File: src/rtl/eth_pkg.sv
// rtl/eth_pkg.sv - shared types, constants and CRC-32 step function for the Ethernet RX path
package eth_pkg;

    typedef enum logic [1:0] {
        ST_IDLE,
        ST_HEADER,
        ST_PAYLOAD,
        ST_DONE
    } parser_state_t;

    localparam int ETH_HDR_LEN = 14;
    localparam int ETH_FCS_LEN = 4;

    localparam logic [31:0] CRC32_POLY        = 32'hEDB8_8320;
    localparam logic [31:0] CRC32_INIT        = 32'hFFFF_FFFF;
    localparam logic [31:0] CRC32_RESIDUE     = 32'hDEBB_20E3;
    localparam logic [47:0] ETH_BROADCAST_MAC = 48'hFFFF_FFFF_FFFF;

    // Reflected CRC-32, one byte per call, LSB of the byte first.
    function automatic logic [31:0] crc32_next(input logic [31:0] crc, input logic [7:0] data);
        logic [31:0] c;
        c = crc;
        for (int i = 0; i < 8; i++) begin
            c = (c[0] ^ data[i]) ? ((c >> 1) ^ CRC32_POLY) : (c >> 1);
        end
        return c;
    endfunction

endpackage

File: src/rtl/eth_crc32.sv
// rtl/eth_crc32.sv - byte-wide CRC-32 register with clear and enable
module eth_crc32
    import eth_pkg::*;
(
    input  logic        clk,
    input  logic        rst,
    input  logic        clr,
    input  logic        en,
    input  logic [7:0]  data,
    output logic [31:0] crc,
    output logic [31:0] crc_upd
);

    // crc_upd includes the current byte so a caller can judge the frame in the same cycle it clears.
    assign crc_upd = en ? crc32_next(crc, data) : crc;

    always_ff @(posedge clk or posedge rst) begin
        if (rst) begin
            crc <= CRC32_INIT;
        end else if (clr) begin
            crc <= CRC32_INIT;
        end else begin
            crc <= crc_upd;
        end
    end

endmodule

File: src/rtl/ethernet_frame_parser.sv
// rtl/ethernet_frame_parser.sv - Ethernet II header/payload splitter with CRC and length check; optional ETH_MAC_FILTER_EN
module ethernet_frame_parser
    import eth_pkg::*;
#(
    parameter int          MAX_FRAME_LEN = 1518,
    parameter int          MIN_FRAME_LEN = 64,
    parameter logic [47:0] LOCAL_MAC     = 48'h02_00_00_00_00_01
) (
    input  logic        eth_rx_clk,
    input  logic        eth_rx_rst,
    input  logic [7:0]  rx_byte,
    input  logic        rx_byte_valid,
    input  logic        frame_active,
    output logic [47:0] dst_mac,
    output logic [47:0] src_mac,
    output logic [15:0] ethertype,
    output logic        hdr_valid,
    output logic [7:0]  payload_byte,
    output logic        payload_valid,
    output logic        frame_done,
    output logic        frame_ok,
    output logic        crc_err,
    output logic        len_err,
    output logic        addr_miss,
    output logic [10:0] frame_len
);

`ifdef ETH_MAC_FILTER_EN
    localparam bit FILTER_EN = 1'b1;
`else
    localparam bit FILTER_EN = 1'b0;
`endif

    localparam logic [10:0] HDR_LAST  = 11'(ETH_HDR_LEN - 1);
    localparam logic [10:0] PAY_START = 11'(ETH_HDR_LEN + ETH_FCS_LEN);
    localparam logic [10:0] LEN_MIN   = 11'(MIN_FRAME_LEN);
    localparam logic [10:0] LEN_MAX   = 11'(MAX_FRAME_LEN);
    localparam logic [10:0] LEN_SAT   = 11'(MAX_FRAME_LEN + 1);

    parser_state_t state, state_nxt;
    logic          accept, frame_end, fall, fa_prev, armed;
    logic [10:0]   byte_cnt, cnt_nxt;
    logic [103:0]  hdr_sr;
    logic [111:0]  hdr_full;
    logic [7:0]    dl [4];
    logic          hdr_load, emit, dst_miss, filt_miss, len_bad;
    logic [31:0]   crc, crc_upd;

    assign fall     = fa_prev && !frame_active;
    assign hdr_full = {hdr_sr, rx_byte};
    assign cnt_nxt  = (accept && byte_cnt != LEN_SAT) ? byte_cnt + 11'd1 : byte_cnt;
    assign len_bad  = (cnt_nxt < LEN_MIN) || (cnt_nxt > LEN_MAX);
    assign hdr_load = accept && (state == ST_HEADER) && (byte_cnt == HDR_LAST) && !fall;
    assign emit     = accept && (state == ST_PAYLOAD) && (byte_cnt >= PAY_START)
                      && (cnt_nxt <= LEN_MAX) && !filt_miss;
    assign dst_miss = FILTER_EN && (hdr_full[111:64] != LOCAL_MAC)
                      && (hdr_full[111:64] != ETH_BROADCAST_MAC);

    always_ff @(posedge eth_rx_clk or posedge eth_rx_rst) begin
        if (eth_rx_rst) begin
            state <= ST_IDLE;
        end else begin
            state <= state_nxt;
        end
    end

    // DONE accepts a new first byte exactly like IDLE so back-to-back frames are not lost.
    always_comb begin
        state_nxt = state;
        accept    = 1'b0;
        frame_end = 1'b0;
        case (state)
            ST_IDLE, ST_DONE: begin
                state_nxt = ST_IDLE;
                if (armed && frame_active && rx_byte_valid) begin
                    accept    = 1'b1;
                    state_nxt = ST_HEADER;
                end
            end
            ST_HEADER: begin
                accept = rx_byte_valid;
                if (fall) begin
                    frame_end = 1'b1;
                    state_nxt = ST_DONE;
                end else if (rx_byte_valid && byte_cnt == HDR_LAST) begin
                    state_nxt = ST_PAYLOAD;
                end
            end
            ST_PAYLOAD: begin
                accept = rx_byte_valid;
                if (fall) begin
                    frame_end = 1'b1;
                    state_nxt = ST_DONE;
                end
            end
            default: state_nxt = ST_IDLE;
        endcase
    end

    eth_crc32 u_crc (
        .clk     (eth_rx_clk),
        .rst     (eth_rx_rst),
        .clr     (frame_end),
        .en      (accept),
        .data    (rx_byte),
        .crc     (crc),
        .crc_upd (crc_upd)
    );

    always_ff @(posedge eth_rx_clk or posedge eth_rx_rst) begin
        if (eth_rx_rst) begin
            fa_prev       <= 1'b0;
            armed         <= 1'b0;
            byte_cnt      <= '0;
            hdr_sr        <= '0;
            for (int i = 0; i < 4; i++) dl[i] <= '0;
            filt_miss     <= 1'b0;
            dst_mac       <= '0;
            src_mac       <= '0;
            ethertype     <= '0;
            hdr_valid     <= 1'b0;
            payload_byte  <= '0;
            payload_valid <= 1'b0;
            frame_done    <= 1'b0;
            frame_ok      <= 1'b0;
            crc_err       <= 1'b0;
            len_err       <= 1'b0;
            addr_miss     <= 1'b0;
            frame_len     <= '0;
        end else begin
            fa_prev <= frame_active;
            // Stay disarmed until the line is seen idle, so a frame cut by reset is never picked up.
            armed   <= armed || !frame_active;
            byte_cnt <= frame_end ? '0 : cnt_nxt;
            if (accept) begin
                hdr_sr <= hdr_full[103:0];
                dl[0]  <= rx_byte;
                dl[1]  <= dl[0];
                dl[2]  <= dl[1];
                dl[3]  <= dl[2];
            end
            if (frame_end) begin
                filt_miss <= 1'b0;
            end else if (hdr_load) begin
                filt_miss <= dst_miss;
            end
            hdr_valid <= hdr_load;
            if (hdr_load) begin
                dst_mac   <= hdr_full[111:64];
                src_mac   <= hdr_full[63:16];
                ethertype <= hdr_full[15:0];
            end
            payload_valid <= emit;
            if (emit) begin
                payload_byte <= dl[3];
            end
            frame_done <= frame_end;
            crc_err    <= frame_end && (crc_upd != CRC32_RESIDUE);
            len_err    <= frame_end && len_bad;
            addr_miss  <= frame_end && filt_miss;
            frame_ok   <= frame_end && (crc_upd == CRC32_RESIDUE) && !len_bad && !filt_miss;
            frame_len  <= frame_end ? cnt_nxt : '0;
        end
    end

endmodule

File: config.mk
export PLATFORM = sky130hd
export DESIGN_NAME = ethernet_frame_parser
export DESIGN_NICKNAME = d
export VERILOG_FILES = /design/src/rtl/eth_pkg.sv /design/src/rtl/eth_crc32.sv /design/src/rtl/ethernet_frame_parser.sv
export SDC_FILE = /design/constraint.sdc
export NUM_CORES = 1
export LEC_CHECK = 0
export CAP_MARGIN = 20
export CORE_ASPECT_RATIO = 1.25
export CORE_MARGIN = 2
export CORE_UTILIZATION = 36
export CTS_CLUSTER_DIAMETER = 150
export CTS_CLUSTER_SIZE = 20
export DETAILED_ROUTE_END_ITERATION = 8
export PLACE_DENSITY = 0.59
export SLEW_MARGIN = 15
export SYNTH_ARGS = -nofsm -noshare
export SYNTH_HDL_FRONTEND = slang
export SYNTH_SLANG_ARGS = --single-unit
File: constraint.sdc
create_clock -name eth_rx_clk -period 24.4 [get_ports eth_rx_clk]
set_input_delay 6.1 -clock eth_rx_clk [delete_from_list [all_inputs] [get_ports eth_rx_clk]]
set_output_delay 6.1 -clock eth_rx_clk [all_outputs]
set_load 0.05 [all_outputs]
==> results_dict.tcl <==
set metrics [dict create \
    outcome "complete, no violations" \
    synth_edf_count 0 \
    reg2reg_depth 11 \
    ys_seq_area_frac 0.5974 \
    grt_max_degree 144 \
    hold_viol 0 \
    worstReg2RegEnd "frame_ok" \
    grt_pass1_vias 8117 \
    n_antenna_cell 0 \
    synth_fp_nets 1083 \
    synth-simple-area-share 0.1528 \
    min_period_ns 9.586 \
    die_w_um 168.2 \
    hold_buffers 0 \
    cp-start-kind "input pin" \
    synth_cells 1066 \
    hp-class "register to register" \
    tightest_slew_ns 1.047 \
    yosysUniqueCellTypes 60 \
    syn_area_um2 12130 \
    routed_wl_um 27470 \
    synthXorXnorAreaFrac 0.07540 \
    yosys.area.top_type "dfrtp_1" \
    yosys.cell_count.top_type "nand2_1" \
    cp_data_arrival_time_ns 10.04 \
    max_freq_mhz 104.3 \
    synthTopCellsByArea "dfrtp_1, mux2_2, nand2_1" \
    h-tree-depth 1 \
    overflow 0 \
    synthArstFlopShare 1.000 \
    cts_setup_buffers 0 \
    crit_type "input pin to register" \
    insertion_delay_ns 0.52 \
    drtIter0Drc 509 \
    io_buffer_count 148 \
    post_dp_cell_area_um2 13990 \
    start_util 0.3631 \
    startpoint "frame_active" \
    dp.cells 1589 \
    drc 0 \
    ys.flop_type "dfrtp_1" \
    io_pins 150 \
    gp_congestion 0.8273 \
    die_h_um 209.2 \
    ys_seq_elements 288 \
    end_kind "register" \
    ys_warn_count 0 \
    met3_length_um 1417 \
    r2r_setup_slack_ns 20.11 \
    r2r_start "state[0]" \
    avgSynthCellArea_um2 11.38 \
    whs_path_depth 2 \
    period_share 0.3929 \
    synthAdderAreaFrac 0.005157 \
    yosys.area.top_type_share 0.5281 \
    core_area_um2 33410 \
    synth_top_family_by_area "simple AND/OR/NAND/NOR gates" \
    cts_tree "built" \
    cts_buffer_depth 3 \
    required_ns 24.85 \
    grt_pass1_wl_um 44980 \
    fin_area_um2 14580 \
    cap_violations 0 \
    clk_pin_slew_ns 0.09 \
    place_hpwl_um 17740 \
    fin_setup_tns_ns 0 \
    clockRootBuffer "clkbuf_16" \
    stdcell_count 1623 \
    vias 7811 \
    slew-limit-headroom 0.3019 \
    synthMuxAreaShare 0.1188 \
    power.density_nw_per_um2 117.0 \
    ctsResizeCount 0 \
    grt_setup_unrepaired "no" \
    grt_usage 0.1586 \
    synth-compound-area-share 0.02971 \
    die-area_um2 35190 \
    post_drt_wl_per_cell_um 16.92 \
    ant_nets 0 \
    nNetsFinal 1205 \
    cts_buffers 18 \
    routed.top_layer "met4" \
    critPathCapture "frame_ok" \
    wl_met2_um 13260 \
    cp_max_fo 87 \
    clock_skew_ns 0.02237 \
    vdd_ir_drop_max_mv 0.05381 \
    drive_gt1_frac 0.1692 \
    met1_length_um 12320 \
    p_leak_nw 7.061 \
    synth_common_cells "nand2_1, dfrtp_1, mux2_2, clkbuf_1, xnor2_1" \
    antenna_found_initial 0 \
    viasPerCell 4.813 \
    setup_violations 0 \
    syn_to_final_growth_pct 20.23 \
    num_rows 75 \
    drtPass1Iterations 4 \
    slew_viol_final 0 \
    cts.sinks 288 \
]
report_power, final:
group / switching, mW / internal (mW)
combinational: 0.377 / 0.286
sequential: 0.114 / 0.620
clock: 0.162 / 0.148
total: 0.653 / 1.05
metal layers:
metal	vias up	track usage
met4	0	0.03567
met2	177	0.2646
met1	3886	0.2146
met3	28	0.03201
li1	3720	-
met5	-	0
cell families after synthesis:
logic type                 after synthesis
AOI/OAI and AO/OA                       54
buffers and inverters                   64
DFF                                    288
and+or+nand+nor                        449
muxes                                  129
other                                    1
xor gates and xnor gates                76
adders and majority gates                5
registers in the layout (all words and copies together), names as in the netlist:
register,cells
armed,1
byte_cnt,11
crc_err,1
dst_mac,48
ethertype,16
fa_prev,1
frame_done,1
frame_len,11
frame_ok,1
hdr_sr,104
hdr_valid,1
len_err,1
payload_byte,8
payload_valid,1
src_mac,48
state,2
u_crc.crc,32
cell usage in the layout, fill, tap and decap left out, drive strengths merged, types with 2 or more instances in the layout:
| cell | count |
|---|---|
| a211o | 2 |
| a211oi | 2 |
| a21oi | 10 |
| a31oi | 6 |
| and2 | 3 |
| and3 | 4 |
| and4 | 3 |
| buf | 7 |
| clkbuf | 31 |
| clkdlybuf4s50 | 148 |
| clkinv | 2 |
| dfrtp | 256 |
| dfstp | 32 |
| ha | 5 |
| inv | 10 |
| mux2 | 120 |
| mux2i | 9 |
| nand2 | 358 |
| nand2b | 5 |
| nand3 | 11 |
| nand4 | 5 |
| nor2 | 36 |
| nor3 | 5 |
| nor3b | 2 |
| nor4 | 4 |
| nor4b | 2 |
| o211ai | 10 |
| o21ai | 14 |
| or2 | 3 |
| or4 | 3 |
| xnor2 | 49 |
| xnor3 | 8 |
| xor2 | 18 |
critical path, cell delays in order:
cell	delay [ns]
clkdlybuf4s50_1	0.48
a21bo_2	0.25
nand2_4	0.59
buf_4	0.79
and4_1	0.29
o2111ai_1	0.10
or3_1	0.33
or4_4	0.43
nor4_4	0.31
and4_1	0.22
metrics by stage:
stage | hold WS, ns | worst slack, ns | util | power [mW]
finish | 0.4776 | 14.81 | 0.4366 | 1.707
global route | 0.4871 | 14.59 | 0.4366 | 1.831
CTS | 0.4805 | 14.87 | 0.4349 | 1.728
detailed placement | 0.4618 | 14.31 | 0.4188 | 1.411
global placement | 0.4557 | 14.33 | 0.4188 | 1.399
floorplan | 0.4402 | 10.40 | - | 1.234
layout make-up:
| type | instances | area [um^2] |
|---|---|---|
| Fill cell | 3160 | 18820 |
| Sequential cell | 288 | 7247 |
| Multi-Input combinational cell | 714 | 4648 |
| Timing Repair Buffer | 155 | 1574 |
| Tap cell | 423 | 529.3 |
| Clock buffer | 31 | 520.5 |
| Inverter | 11 | 48.80 |
| Clock inverter | 1 | 16.27 |
worst min-delay path by stage:
stage | from | end | slack (ns)
floorplan | hdr_sr[100] | hdr_sr[100] | 0.44
global placement | hdr_sr[103] | hdr_sr[103] | 0.46
detailed placement | hdr_sr[100] | hdr_sr[100] | 0.46
CTS | hdr_sr[103] | hdr_sr[103] | 0.48
global route | hdr_sr[103] | hdr_sr[103] | 0.49
finish | hdr_sr[103] | hdr_sr[103] | 0.48
Note: power is estimated with default switching activity, not from simulation.
